<file path="src/rtl/gpio_cmd_pkg.sv">
// gpio_cmd_pkg
// Shared definitions for the GPIO command controller: command opcodes,
// controller state encodings, and bit positions of the command word
// (i_gpioData) and the status word (o_gpioData).
package gpio_cmd_pkg;

  typedef enum logic [2:0] {
    OP_CLR       = 3'd0,
    OP_SOFT_RST  = 3'd1,
    OP_SET_LEN   = 3'd2,
    OP_LOAD_KER  = 3'd3,
    OP_LOAD_DATA = 3'd4,
    OP_END_LOAD  = 3'd5,
    OP_START     = 3'd6,
    OP_RSVD      = 3'd7
  } opcode_e;

  // The encoding is also the state code reported in o_gpioData[27:25].
  typedef enum logic [2:0] {
    ST_IDLE  = 3'd0,
    ST_LOAD  = 3'd1,
    ST_READY = 3'd2,
    ST_RUN   = 3'd3,
    ST_DONE  = 3'd4
  } state_e;

  // Command word fields
  localparam int unsigned CMD_OP_MSB  = 31;
  localparam int unsigned CMD_OP_LSB  = 29;
  localparam int unsigned CMD_TOG_BIT = 28;

  // Status word fields
  localparam int unsigned ST_ACK_BIT  = 31;
  localparam int unsigned ST_BUSY_BIT = 30;
  localparam int unsigned ST_DONE_BIT = 29;
  localparam int unsigned ST_ERR_BIT  = 28;
  localparam int unsigned ST_CODE_MSB = 27;
  localparam int unsigned ST_CODE_LSB = 25;

  // States in which image length may be set and a fresh memory load may begin.
  function automatic logic accepts_setup(state_e s);
    return (s == ST_IDLE) || (s == ST_READY) || (s == ST_DONE);
  endfunction

endpackage

</file>
<file path="src/rtl/toggle_detect.sv">
// toggle_detect
// Turns a change of the command toggle bit (either direction) into a
// single-cycle registered new-command pulse.
//   clk_i  : clock
//   rst_i  : synchronous active-high reset
//   tog_i  : registered toggle bit of the command word
//   new_o  : one-cycle pulse, one clock after tog_i changes
module toggle_detect (
  input  logic clk_i,
  input  logic rst_i,
  input  logic tog_i,
  output logic new_o
);

  logic prev_q;
  logic pulse_q;

  // During reset the history tracks the live toggle, so a word that is
  // already present when reset is released is never treated as new.
  always_ff @(posedge clk_i) begin
    if (rst_i) begin
      prev_q  <= tog_i;
      pulse_q <= 1'b0;
    end else begin
      prev_q  <= tog_i;
      pulse_q <= tog_i ^ prev_q;
    end
  end

  assign new_o = pulse_q;

endmodule

</file>
<file path="src/rtl/gpio_cmd_ctrl.sv">
// gpio_cmd_ctrl
// Decodes toggle-handshaked micro commands arriving on a GPIO word and drives
// the image-processing control signals; reports status on a read-back word.
//   i_CLK, i_reset   : clock, synchronous active-high reset
//   i_gpioData       : command word {opcode[31:29], toggle[28], payload}
//   i_EoP            : end of processing (honoured only while RUN)
//   i_resultVld/i_result : convolution result strobe and value
//   o_gpioData       : {ack, busy, done, error, state[2:0], 0..., result}
//   o_SoP            : start-of-processing pulse
//   o_load           : memory-load level (state LOAD)
//   o_valid/o_data   : data pulse and latched pixel payload
//   o_kernelVld/o_kernel : kernel pulse and latched kernel payload
//   o_imgLength      : latched image length
module gpio_cmd_ctrl
  import gpio_cmd_pkg::*;
#(
  parameter int NB_GPIO   = 32,
  parameter int NB_DATA   = 24,
  parameter int NB_IMAGE  = 10,
  parameter int NB_RESULT = 16
) (
  input  logic                 i_CLK,
  input  logic                 i_reset,
  input  logic [NB_GPIO-1:0]   i_gpioData,
  input  logic                 i_EoP,
  input  logic                 i_resultVld,
  input  logic [NB_RESULT-1:0] i_result,
  output logic [NB_GPIO-1:0]   o_gpioData,
  output logic                 o_SoP,
  output logic                 o_load,
  output logic                 o_valid,
  output logic [NB_IMAGE-1:0]  o_imgLength,
  output logic [NB_DATA-1:0]   o_data,
  output logic [NB_DATA-1:0]   o_kernel,
  output logic                 o_kernelVld
);

  // Command pipeline: gpio_q samples the bus, cmd_q aligns the word with the
  // detector pulse, and the decode below registers the effect one clock later.
  logic [NB_GPIO-1:0] gpio_q;
  logic [NB_GPIO-1:0] cmd_q;
  logic               cmd_new;

  always_ff @(posedge i_CLK) begin
    gpio_q <= i_gpioData;
    cmd_q  <= gpio_q;
  end

  toggle_detect u_toggle_detect (
    .clk_i (i_CLK),
    .rst_i (i_reset),
    .tog_i (gpio_q[CMD_TOG_BIT]),
    .new_o (cmd_new)
  );

  // Command word bits between payload and toggle carry no meaning.
  logic unused_cmd_bits;
  assign unused_cmd_bits = ^{gpio_q[CMD_TOG_BIT-1:NB_DATA], cmd_q[CMD_TOG_BIT-1:NB_DATA]};

  opcode_e              op;
  logic [NB_DATA-1:0]   payload;
  assign op      = opcode_e'(cmd_q[CMD_OP_MSB:CMD_OP_LSB]);
  assign payload = cmd_q[NB_DATA-1:0];

  state_e                state_q,  state_d;
  logic                  ack_q,    ack_d;
  logic                  done_q,   done_d;
  logic                  err_q,    err_d;
  logic                  load_q,   load_d;
  logic                  valid_q,  valid_d;
  logic                  sop_q,    sop_d;
  logic                  kvld_q,   kvld_d;
  logic [NB_DATA-1:0]    data_q,   data_d;
  logic [NB_DATA-1:0]    kernel_q, kernel_d;
  logic [NB_IMAGE-1:0]   len_q,    len_d;
  logic [NB_RESULT-1:0]  result_q, result_d;
  logic                  soft_rst;

  always_ff @(posedge i_CLK) begin
    if (i_reset) begin
      state_q  <= ST_IDLE;
      ack_q    <= 1'b0;
      done_q   <= 1'b0;
      err_q    <= 1'b0;
      load_q   <= 1'b0;
      valid_q  <= 1'b0;
      sop_q    <= 1'b0;
      kvld_q   <= 1'b0;
      data_q   <= '0;
      kernel_q <= '0;
      len_q    <= '0;
      result_q <= '0;
    end else begin
      state_q  <= state_d;
      ack_q    <= ack_d;
      done_q   <= done_d;
      err_q    <= err_d;
      load_q   <= load_d;
      valid_q  <= valid_d;
      sop_q    <= sop_d;
      kvld_q   <= kvld_d;
      data_q   <= data_d;
      kernel_q <= kernel_d;
      len_q    <= len_d;
      result_q <= result_d;
    end
  end

  always_comb begin
    state_d  = state_q;
    ack_d    = ack_q;
    done_d   = done_q;
    err_d    = err_q;
    valid_d  = 1'b0;
    sop_d    = 1'b0;
    kvld_d   = 1'b0;
    data_d   = data_q;
    kernel_d = kernel_q;
    len_d    = len_q;
    result_d = i_resultVld ? i_result : result_q;
    soft_rst = 1'b0;

    if (cmd_new) begin
      ack_d = cmd_q[CMD_TOG_BIT];
      case (op)
        OP_CLR: begin
          err_d  = 1'b0;
          done_d = 1'b0;
        end
        OP_SOFT_RST: soft_rst = 1'b1;
        OP_SET_LEN: begin
          if (accepts_setup(state_q)) len_d = payload[NB_IMAGE-1:0];
          else                        err_d = 1'b1;
        end
        OP_LOAD_KER: begin
          if (state_q != ST_RUN) begin
            kernel_d = payload;
            kvld_d   = 1'b1;
          end else begin
            err_d = 1'b1;
          end
        end
        OP_LOAD_DATA: begin
          // Accepted in every state; only setup states move into LOAD.
          data_d  = payload;
          valid_d = 1'b1;
          if (accepts_setup(state_q)) begin
            state_d = ST_LOAD;
            if (state_q == ST_DONE) done_d = 1'b0;
          end
        end
        OP_END_LOAD: begin
          if (state_q == ST_LOAD) state_d = ST_READY;
          else                    err_d   = 1'b1;
        end
        OP_START: begin
          if (state_q == ST_READY) begin
            state_d = ST_RUN;
            sop_d   = 1'b1;
          end else begin
            err_d = 1'b1;
          end
        end
        default: err_d = 1'b1;
      endcase
    end

    // End of processing is independent of the command path, so a RUN data
    // command and i_EoP in the same cycle both take effect.
    if (state_q == ST_RUN && i_EoP) begin
      state_d = ST_DONE;
      done_d  = 1'b1;
    end

    // Soft reset overrides everything above except the acknowledge bit.
    if (soft_rst) begin
      state_d  = ST_IDLE;
      done_d   = 1'b0;
      err_d    = 1'b0;
      valid_d  = 1'b0;
      sop_d    = 1'b0;
      kvld_d   = 1'b0;
      data_d   = '0;
      kernel_d = '0;
      len_d    = '0;
      result_d = '0;
    end

    load_d = (state_d == ST_LOAD);
  end

  always_comb begin
    o_gpioData                          = '0;
    o_gpioData[ST_ACK_BIT]              = ack_q;
    o_gpioData[ST_BUSY_BIT]             = (state_q == ST_RUN);
    o_gpioData[ST_DONE_BIT]             = done_q;
    o_gpioData[ST_ERR_BIT]              = err_q;
    o_gpioData[ST_CODE_MSB:ST_CODE_LSB] = state_q;
    o_gpioData[NB_RESULT-1:0]           = result_q;
  end

  assign o_SoP       = sop_q;
  assign o_load      = load_q;
  assign o_valid     = valid_q;
  assign o_imgLength = len_q;
  assign o_data      = data_q;
  assign o_kernel    = kernel_q;
  assign o_kernelVld = kvld_q;

endmodule

</file>
<file path="config.mk">
export PLATFORM = sky130hd
export DESIGN_NAME = gpio_cmd_ctrl
export DESIGN_NICKNAME = d
export VERILOG_FILES = /design/src/rtl/gpio_cmd_pkg.sv /design/src/rtl/toggle_detect.sv /design/src/rtl/gpio_cmd_ctrl.sv
export SDC_FILE = /design/constraint.sdc
export NUM_CORES = 1
export LEC_CHECK = 0
export ABC_CLOCK_PERIOD_IN_PS = 2950
export BUFFER_PORTS_ARGS = -buffer_cell sky130_fd_sc_hd__buf_2
export CAP_MARGIN = 20
export CELL_PAD_IN_SITES_DETAIL_PLACEMENT = 0
export CELL_PAD_IN_SITES_GLOBAL_PLACEMENT = 1
export CORE_MARGIN = 2
export CORE_UTILIZATION = 40
export DETAILED_ROUTE_END_ITERATION = 16
export PLACE_DENSITY = 0.93
export SYNTH_ARGS = -nofsm -noshare
export SYNTH_HDL_FRONTEND = slang
export SYNTH_SLANG_ARGS = --single-unit
</file>
<file path="constraint.sdc">
create_clock -name i_CLK -period 2.95 [get_ports i_CLK]
set_clock_uncertainty 0.15 [all_clocks]
set_input_delay 0.295 -clock i_CLK [delete_from_list [all_inputs] [get_ports i_CLK]]
set_output_delay 0.295 -clock i_CLK [all_outputs]
set_load 0.005 [all_outputs]
</file>
Yosys cells after proc, flatten, opt, wreduce, memory -nomap -nowiden
Cells that the tools add are included.

Equal/unequal tests: 18. Multiplexer cells: 22. Bitwise operators: 5. Reduce and logical (&&, ||, !) cells: 17.

Operators with widths (number): two-way mux 3 bit (6); two-way mux 1 bit (13); equality test 3 x 2 -> 1 bit (second input constant) (4); equality test 3 bit (second input constant) (4); equality test 3 x 1 -> 1 bit (second input constant) (3); case mux 3 bit (3 select lines) (1); != test 2 bit (second input constant) (4); OR reduction 4 bit (2); zero test 3 bit (2); != test 3 bit (second input constant) (2); case mux 1 bit (6 select lines) (1); AND reduction 3 bit (2); AND reduction 6 bit (1); inverter 1 bit (4); AND reduction 4 bit (1); OR reduction 2 bit (2); != test 3 x 2 -> 1 bit (second input constant) (1); nonzero test 3 bit (1); OR reduction 3 bit (1); logical OR 1 bit (2); case mux 1 bit (2 select lines) (1); AND reduction 2 bit (1); nonzero test 2 bit (1); logical AND 1 bit (1); bitwise XOR 1 bit (1).

Flip-flop bits (word level): 150. Input port bits: 52. Output and inout port bits: 94. Logic and storage cells: 78.

Logic depth before layout (Yosys ltp)
Gate-level depths: netlist of run 1.

Depth in word-level cells: 9. Depth in mapped cells: 8. Mapped depth without buffers: 5.

By module
Synthesis of run 1 repeated with hierarchy kept, for this count alone.

Cells, all modules: 417. Area total of the unflattened synthesis: 4519.3 sq um.

By module, submodules not included: gpio_cmd_ctrl (instances 1, cells an instance 413, area an instance 4466.8 sq um); toggle_detect (instances 1, cells an instance 4, area an instance 52.6 sq um).

Worst setup path before layout of run 1
OpenSTA, ideal clock, no wires.

Path kind: reg2reg. Start point: register state_q[2]. End point: register kernel_q[10] (netlist: o_kernel[10]). Setup time: 0.132 ns. Arrival time: 1.636 ns. Required time: 2.668 ns. Slack: 1.031 ns. Cell stages (with the launch flop): 9. Clock period less this slack: 1.919 ns. Path through: dfxtp_1 buf_4 and3b_1 buf_6 or4b_4 buf_6 buf_6 nand2_1 a21oi_1.

Word-level cells in the longest chain between the ends: 2.

Ends and longest elaborated chain: start: declaration (RTL line gpio_cmd_ctrl.sv:65) `state_e state_q, state_d;`; start signal: assignment (RTL line gpio_cmd_ctrl.sv:94) `state_q <= state_d;`; != test 3 x 2 -> 1 bit (RTL line gpio_cmd_ctrl.sv:136) `if (state_q != ST_RUN) begin`; AND reduction 3 bit (no source line); end signal: assignment (RTL line gpio_cmd_ctrl.sv:103) `kernel_q <= kernel_d;`; end: declaration (RTL line gpio_cmd_ctrl.sv:74) `logic [NB_DATA-1:0] kernel_q, kernel_d;`.

Every way passes these cells. A chain may end at the register's enable or synchronous reset.

Worst setup path after layout of run 1
Start point: register u_toggle_detect.pulse_q (netlist: u_toggle_detect.new_o). End point: register len_q[0] (netlist: o_imgLength[0]).

Word-level cells in the longest chain between the ends: 2.

Ends and longest elaborated chain: start: declaration (RTL line toggle_detect.sv:16) `logic pulse_q;`; start signal: assignment (RTL line toggle_detect.sv:26) `pulse_q <= tog_i ^ prev_q;`; two-way mux 1 bit (RTL line gpio_cmd_ctrl.sv:123) `if (cmd_new) begin`; OR reduction 2 bit (no source line); end signal: assignment (RTL line gpio_cmd_ctrl.sv:104) `len_q <= len_d;`; end: declaration (RTL line gpio_cmd_ctrl.sv:75) `logic [NB_IMAGE-1:0] len_q, len_d;`.

Parallel ways exist; a longest one is shown, timed or not.

==> results of run 1 <==
==> per-layer routing <==
metal	vias up	routed length (µm)	track usage [%]	share of wire (%)
met2	127	5160	29.8	50
li1	1748	-	-	-
met4	0	64	6.14	0.62
met5	-	0	0	0
met1	1594	4300	20.1	41
met3	6	853	7.47	8.2
==> cell families (layout without fill, tap and decap cells) <==
| group | Yosys count | count (layout) |
|---|---|---|
| simple gates | 155 | 155 |
| flops | 141 | 141 |
| compound gates | 67 | 67 |
| buf+inv | 43 | 219 |
| mux | 27 | 27 |
| other cells | 1 | 9 |
| xor+xnor | 1 | 1 |
==> power groups by stage <==
stage / clock network, µW / logic (µW) / registers (µW)
after floorplan: 0 / 102 / 2050
after global placement: 0 / 159 / 2050
after detailed placement: 0 / 165 / 2060
after CTS: 1960 / 212 / 2010
after global routing: 2060 / 233 / 2020
final: 1910 / 212 / 2010
==> sequential cells by signal, summed over array words and instances, names as in the netlist, 3 cells and up <==
register     flops
o_data          24
o_kernel        24
state_q          3
cmd_q           28
result_q        16
gpio_q          28
o_imgLength     10
==> worst register-to-register path, stage by stage (launching register included) <==
cell and delay [ns]:
dfxtp_1 0.47, nand2b_1 0.16, nand4bb_1 0.75, mux2i_1 0.37, nor2_1 0.06
==> final cells by class <==
class                           instances  share of cell area (%)
Multi-Input combinational cell        259                    22.2
Inverter                                4                   0.248
Sequential cell                       141                    46.6
Clock inverter                         15                    2.15
Tap cell                              140                    2.89
Timing Repair Buffer                  183                    19.1
Clock buffer                           17                    6.83
==> synth_stat cells (all sizes together) (2+ instances only) <==
| library cell | count |
|---|---|
| a2111oi | 2 |
| clkbuf | 14 |
| o21ai | 2 |
| nor3b | 2 |
| a21oi | 54 |
| buf | 25 |
| nor3 | 3 |
| nand2b | 4 |
| or2 | 2 |
| nor2 | 35 |
| mux2i | 27 |
| dfxtp | 141 |
| inv | 4 |
| a21boi | 2 |
| nand2 | 101 |
| nand3 | 2 |
==> through the flow <==
stage	hold WS, ns	util [%]	instances
2_1_floorplan	0.160	-	443
3_3_place_gp	0.159	46.8	681
3_5_place_dp	0.162	46.8	681
4_1_cts	0.144	56.2	759
5_1_grt	0.151	56.2	759
6_report	0.168	56.2	759
==> what timing repair did <==
item | in CTS | in global routing
hold buffers | 46 | 0
gates resized for setup | 0 | 0
hold endpoints to repair | 50 | 0
==> how the worst max path moves through the flow <==
stage                     slack, ns              to                  start
after floorplan                1.03    o_kernel[10]             state_q[2]
after global placement         0.87  o_imgLength[0]  u_toggle_detect.new_o
after detailed placement       0.83  o_imgLength[4]  u_toggle_detect.new_o
after CTS                      0.84  o_imgLength[0]  u_toggle_detect.new_o
after global routing           0.69  o_imgLength[6]  u_toggle_detect.new_o
final                          0.86  o_imgLength[0]  u_toggle_detect.new_o
==> run_results.csv, run 1 <==
group,metric,value,unit
route,vias,3475,
cells_and_area,fin_nets,658,
synth,yosysSeqAreaShare,64.3,%
clock_tree,clk_path_buf_depth,2,
synth,yosys_warnings,0,
status,run_status,"complete, no violations",
place,dpl-instance-area,0.00506,mm²
sta,fmax,479,MHz
global_routing,grt-ovfl-total,0,
synth,synth_fa_ha_area_share,0,%
clock_tree,tritoncts,"done",
power,internal_power,3150,µW
power,leakage,0.00276,µW
worst_setup_path,reg2regPathDepth,4,
worst_setup_path,worstSetupEndpointType,"register",
route,wirelength,10.4,mm
power,peakVddDrop,0.524,mV
die,start_util,40.6,%
synth,netlist_instances,435,
worst_setup_path,cp.buffers_inverters,0,
synth,yosys_register_bits,141,
route,drc,0,
cells_and_area,final_common_cell,"dfxtp_1",
cells_and_area,ff_latch_area,0.00282,mm²
synth,syn_avg_cell_area,10.1,µm²
die,core_area,0.0108,mm²
global_routing,grt_pass1_vias,3328,
sta,rsz0062_at_grt,"no",
synth,synth-simple-area-share,15.0,%
sta,setup_viol_count_final,0,
worst_setup_path,cpPeakStageDelay,0.75,ns
place,gp_congestion,0.739,
route,postRouteAntennaNets,0,
power,swShare,23.9,%
power,power_density,683,mW/mm²
synth,synth_top_cell_area_share,64.3,%
place,port_buffers,132,
place,dp.final_hpwl,6.56,mm
worst_hold_path,hold_path_depth,3,
die,dieArea,0.0118,mm²
die,ios,146,
worst_setup_path,cp.depth,4,
synth,netlist_top_cells_area,"dfxtp_1 64%, nand2_1 8.6%, a21oi_1 6.2%",
worst_hold_path,hold_class,"primary input to register",
synth,synth_top_flop_cell,"dfxtp_1",
clock_tree,clk_latency,0.51,ns
synth,synth_top_family_by_area,"simple AND/OR/NAND/NOR gates",
clock_tree,cts_root_buf,"clkbuf_8",
synth,synth_cell_types,35,
cells_and_area,mostFrequentLayoutCells,"141 x dfxtp_1, 132 x buf_2, 101 x nand2_1",
clock_tree,clkTransAtPathRegs,0.06,ns
worst_setup_path,cp.arrival,2.31,ns
sta,period_share,70.7,%
route,first_pass_iters,4,
worst_setup_path,crit_chain,"nand2b_1 -> nand4bb_1 -> mux2i_1 -> nor2_1",
synth,synth_compound_area_share,8.44,%
die,num_rows,38,
synth,synth_xor_area_share,0.200,%
synth,muxShareOfSynthArea,6.16,%
power,finalPower,4140,µW
worst_setup_path,crit_type,"register to register",
sta,finalHoldViolCount,0,
global_routing,grt_util_all_layers,17.7,%
sta,worst_slew_pin_slew,0.792,ns
clock_tree,cts_setup_buffers,0,
cells_and_area,diodes,0,
power,seqPwrFrac,48.7,%
cells_and_area,drive_gt1_share,28.1,%
worst_setup_path,rrSetupSlack,0.86,ns
global_routing,grt_pass1_wl,15.9,mm
sta,max-slew-margin-rel,46.9,%
route,vias_per_cell,4.58,
clock_tree,cts.sinks,141,
route,routedWlPerCell,13.7,µm
sta,layout_setup_ws,0.863,ns
die,die_y,109,µm
synth,synth_top_area_cell,"dfxtp_1",
cells_and_area,multi_input_area,0.00135,mm²
global_routing,grt_max_degree,41,
worst_setup_path,worstPathRequired,3.18,ns
worst_setup_path,r2r_end,"o_imgLength[0]",
sta,slew_viol_final,0,
worst_hold_path,hp-start,"i_resultVld",
worst_setup_path,r2r-start,"u_toggle_detect.new_o",
job,maxCapViolCount,0,
synth,synth_edf_count,0,
cells_and_area,areaGrowthSynthToFinish,38.2,%
cells_and_area,fin_area,0.00606,mm²
sta,period_minus_slack,2.09,ns
synth,syn_area,0.00439,mm²
worst_setup_path,crit_fanout,10,
worst_setup_path,start_kind,"register",
cells_and_area,nFillCells,909,
power,power.switching,991,µW
place,post-place-ws,0.833,ns
worst_hold_path,hold_end,"result_q[7]",
clock_tree,cts_max_level,4,
route,drt_iter0_markers,115,
synth,async_flop_share,0,%
sta,final.setup.tns,0,ns
clock_tree,cts-buffers-inserted,17,
power,pwr-share-comb,5.1,%
die,die_w,109,µm
worst_setup_path,crit_family,"simple AND/OR/NAND/NOR gates",
power,clkPwrFrac,46.2,%
global_routing,antenna_found_initial,0,
worst_setup_path,slowest_stage,"nand4bb_1",
Power figures use the tool's default switching activity.
==> run 2: changes to the inputs <==
--- a/config.mk
+++ b/config.mk
@@ -5,15 +5,16 @@
 export SDC_FILE = /design/constraint.sdc
 export NUM_CORES = 1
 export LEC_CHECK = 0
-export ABC_CLOCK_PERIOD_IN_PS = 2950
+export ABC_AREA = 1
+export ABC_CLOCK_PERIOD_IN_PS = 1800
 export BUFFER_PORTS_ARGS = -buffer_cell sky130_fd_sc_hd__buf_2
 export CAP_MARGIN = 20
 export CELL_PAD_IN_SITES_DETAIL_PLACEMENT = 0
 export CELL_PAD_IN_SITES_GLOBAL_PLACEMENT = 1
 export CORE_MARGIN = 2
-export CORE_UTILIZATION = 40
+export CORE_UTILIZATION = 33
 export DETAILED_ROUTE_END_ITERATION = 16
-export PLACE_DENSITY = 0.93
+export PLACE_DENSITY = 0.84
 export SYNTH_ARGS = -nofsm -noshare
 export SYNTH_HDL_FRONTEND = slang
 export SYNTH_SLANG_ARGS = --single-unit
==> constraint.sdc (replaced) <==
create_clock -name i_CLK -period 1.8 [get_ports i_CLK]
set_clock_uncertainty 0.15 [all_clocks]
set_input_delay 0.18 -clock i_CLK [delete_from_list [all_inputs] [get_ports i_CLK]]
set_output_delay 0.18 -clock i_CLK [all_outputs]
set_load 0.005 [all_outputs]
==> run_results.csv, run 2 <==
group,metric,value,unit
worst_hold_path,hold_path_depth,3,
cells_and_area,drive_gt1_share,26.8,%
synth,syn_area,0.00444,mm²
route,met2_length,5.02,mm
clock_tree,tritoncts,"done",
synth,synth_cell_types,26,
synth,yosysSeqAreaShare,63.6,%
place,post-place-ws,0.160,ns
worst_setup_path,cpPeakStageDelay,0.43,ns
worst_setup_path,r2r-start,"cmd_q[31]",
sta,rsz0062_at_grt,"no",
cells_and_area,mostFrequentLayoutCells,"141 x dfxtp_1, 132 x buf_2, 110 x nand2_1",
worst_setup_path,reg2regPathDepth,7,
route,drc,0,
synth,synth_top_flop_cell,"dfxtp_1",
place,dp.final_hpwl,6.97,mm
power,power_density,1140,mW/mm²
worst_setup_path,cp.arrival,1.80,ns
route,met1_length,4.58,mm
status,run_status,"complete, no violations",
worst_setup_path,start_kind,"register",
route,vias_per_cell,4.30,
global_routing,grt-ovfl-total,0,
die,start_util,33.6,%
power,swShare,21.2,%
sta,period_minus_slack,1.62,ns
sta,fmax,617,MHz
clock_tree,cts-buffers-inserted,17,
sta,period_share,90.0,%
clock_tree,clkTransAtPathRegs,0.06,ns
worst_hold_path,hp-start,"i_resultVld",
sta,layout_setup_ws,0.180,ns
clock_tree,cts.sinks,141,
worst_setup_path,rrSetupSlack,0.18,ns
synth,synth_top_cell_area_share,63.6,%
synth,async_flop_share,0,%
worst_setup_path,worstPathRequired,1.98,ns
synth,synth_common_cells,"141 x dfxtp_1, 110 x nand2_1, 78 x a21oi_1",
worst_hold_path,hold_end,"result_q[0]",
place,gp_congestion,0.855,
synth,yosysMostFrequentCell,"dfxtp_1",
clock_tree,clk_latency,0.41,ns
cells_and_area,final_common_cell,"dfxtp_1",
cells_and_area,areaGrowthSynthToFinish,41.6,%
route,drt_iter0_markers,150,
synth,syn_avg_cell_area,9.15,µm²
cells_and_area,diodes,0,
die,die_y,120,µm
sta,slew_viol_final,0,
sta,setup_viol_count_final,0,
synth,yosys_register_bits,141,
synth,synth_top_area_cell,"dfxtp_1",
worst_setup_path,r2r_end,"result_q[14]",
die,die_w,120,µm
worst_setup_path,crit_type,"register to register",
sta,final.setup.tns,0,ns
power,seqPwrFrac,46.3,%
route,postRouteAntennaNets,0,
worst_setup_path,cpMostUsedCell,"inv_2",
die,dieArea,0.0144,mm²
place,port_buffers,132,
route,routedWlPerCell,12.3,µm
worst_setup_path,crit_chain,"inv_2 -> nand4_2 -> inv_2 -> nor2_8 -> inv_2 -> buf_12 -> a21oi_1",
power,internal_power,5630,µW
clock_tree,cts_root_buf,"clkbuf_16",
sta,finalHoldViolCount,0,
clock_tree,clk_path_buf_depth,2,
worst_setup_path,crit_family,"buffers and inverters",
power,peakVddDrop,0.625,mV
global_routing,grt_max_degree,50,
power,pwr-share-comb,5.5,%
synth,synth_edf_count,0,
worst_setup_path,cp.buffers_inverters,4,
worst_setup_path,worstSetupEndpointType,"register",
die,ios,146,
worst_hold_path,hold_class,"primary input to register",
worst_setup_path,crit_fanout,45,
power,power.switching,1520,µW
route,topRoutingLayerUsed,"met4",
synth,netlist_top_cells_area,"dfxtp_1 64%, nand2_1 9.3%, a21oi_1 8.8%",
global_routing,grt_util_all_layers,14.9,%
global_routing,grt_pass1_vias,3534,
clock_tree,cts_setup_buffers,0,
synth,netlist_instances,485,
global_routing,grt_pass1_wl,16.6,mm
die,core_area,0.0132,mm²
synth,yosys_warnings,0,
die,num_rows,42,
power,leakage,0.00283,µW
cells_and_area,postLayoutCoreUtil,47.7,%
clock_tree,cts_max_level,4,
cells_and_area,reg.largest.list,"cmd_q (28), gpio_q (28)",
route,route.met3.wl,762,µm
worst_setup_path,slowest_stage,"dfxtp_1",
job,maxCapViolCount,0,
cells_and_area,fin_nets,717,
route,wirelength,10.5,mm
global_routing,antenna_found_initial,0,
sta,holdWs,0.0213,ns
power,clkPwrFrac,48.2,%
route,first_pass_iters,4,
route,vias,3673,
## run 2: timing repair
item,4_1_cts,5_1_grt
hold buffers,46,0
resized for setup,0,0
endpoints found under the hold margin,48,0
## run 2: worst reg2reg max path: cells and delay by family (launching register included)
kind | cells | cell delay [ns]
AOI/OAI and AO/OA | 1 | 0.16
buffers and inverters | 4 | 0.46
and+or+nand+nor | 2 | 0.34
DFF | 1 | 0.43
## run 2: kinds of logic after synthesis
kind of cell	synth area share [%]
flip-flops	63.6
XOR/XNOR	0.197
AND/OR/NAND/NOR	15.1
AO/OA/AOI/OAI	12.2
other	0.0845
buffers and inverters	8.91
## run 2: power by group through the flow
stage | Sequential (µW) | Clock [µW] | Combinational, µW
floorplan | 3360 | 0 | 191
global placement | 3370 | 0 | 313
detailed placement | 3370 | 0 | 317
CTS | 3310 | 3520 | 395
global route | 3320 | 3660 | 440
finish | 3300 | 3450 | 393
## run 2: worst max-delay path by stage
stage / end / from / cells after the start / slack (ns)
after floorplan: o_kernel[18] / cmd_q[29] / 6 / 0.44
final: result_q[14] / cmd_q[31] / 7 / 0.18
after global placement: result_q[11] / cmd_q[31] / 7 / 0.23
after global routing: o_imgLength[5] / state_q[0] / 6 / 0.01
after detailed placement: o_data[21] / cmd_q[31] / 7 / 0.16
after CTS: o_data[21] / cmd_q[31] / 7 / 0.14
## run 2: routing by layer
metal	vias to the layer above	track usage [%]
li1	1893	-
met1	1650	17.4
met2	119	24.9
met3	11	5.85
met4	0	5.15
met5	-	0
## run 2: stage by stage
step,cells,power [µW],cell area (µm²)
floorplan,493,3550,4470
global placement,776,3680,5230
detailed placement,776,3690,5230
CTS,854,7220,6290
global route,854,7420,6290
finish,854,7140,6290
## run 2: area by class of cell
class                           instances  area, µm²
Sequential cell                       141       2820
Timing Repair Buffer                  187       1240
Tap cell                              176        220
Fill cell                            1265       6900
Multi-Input combinational cell        276       1250
Clock buffer                           22        484
Inverter                               42        158
Clock inverter                         10        113
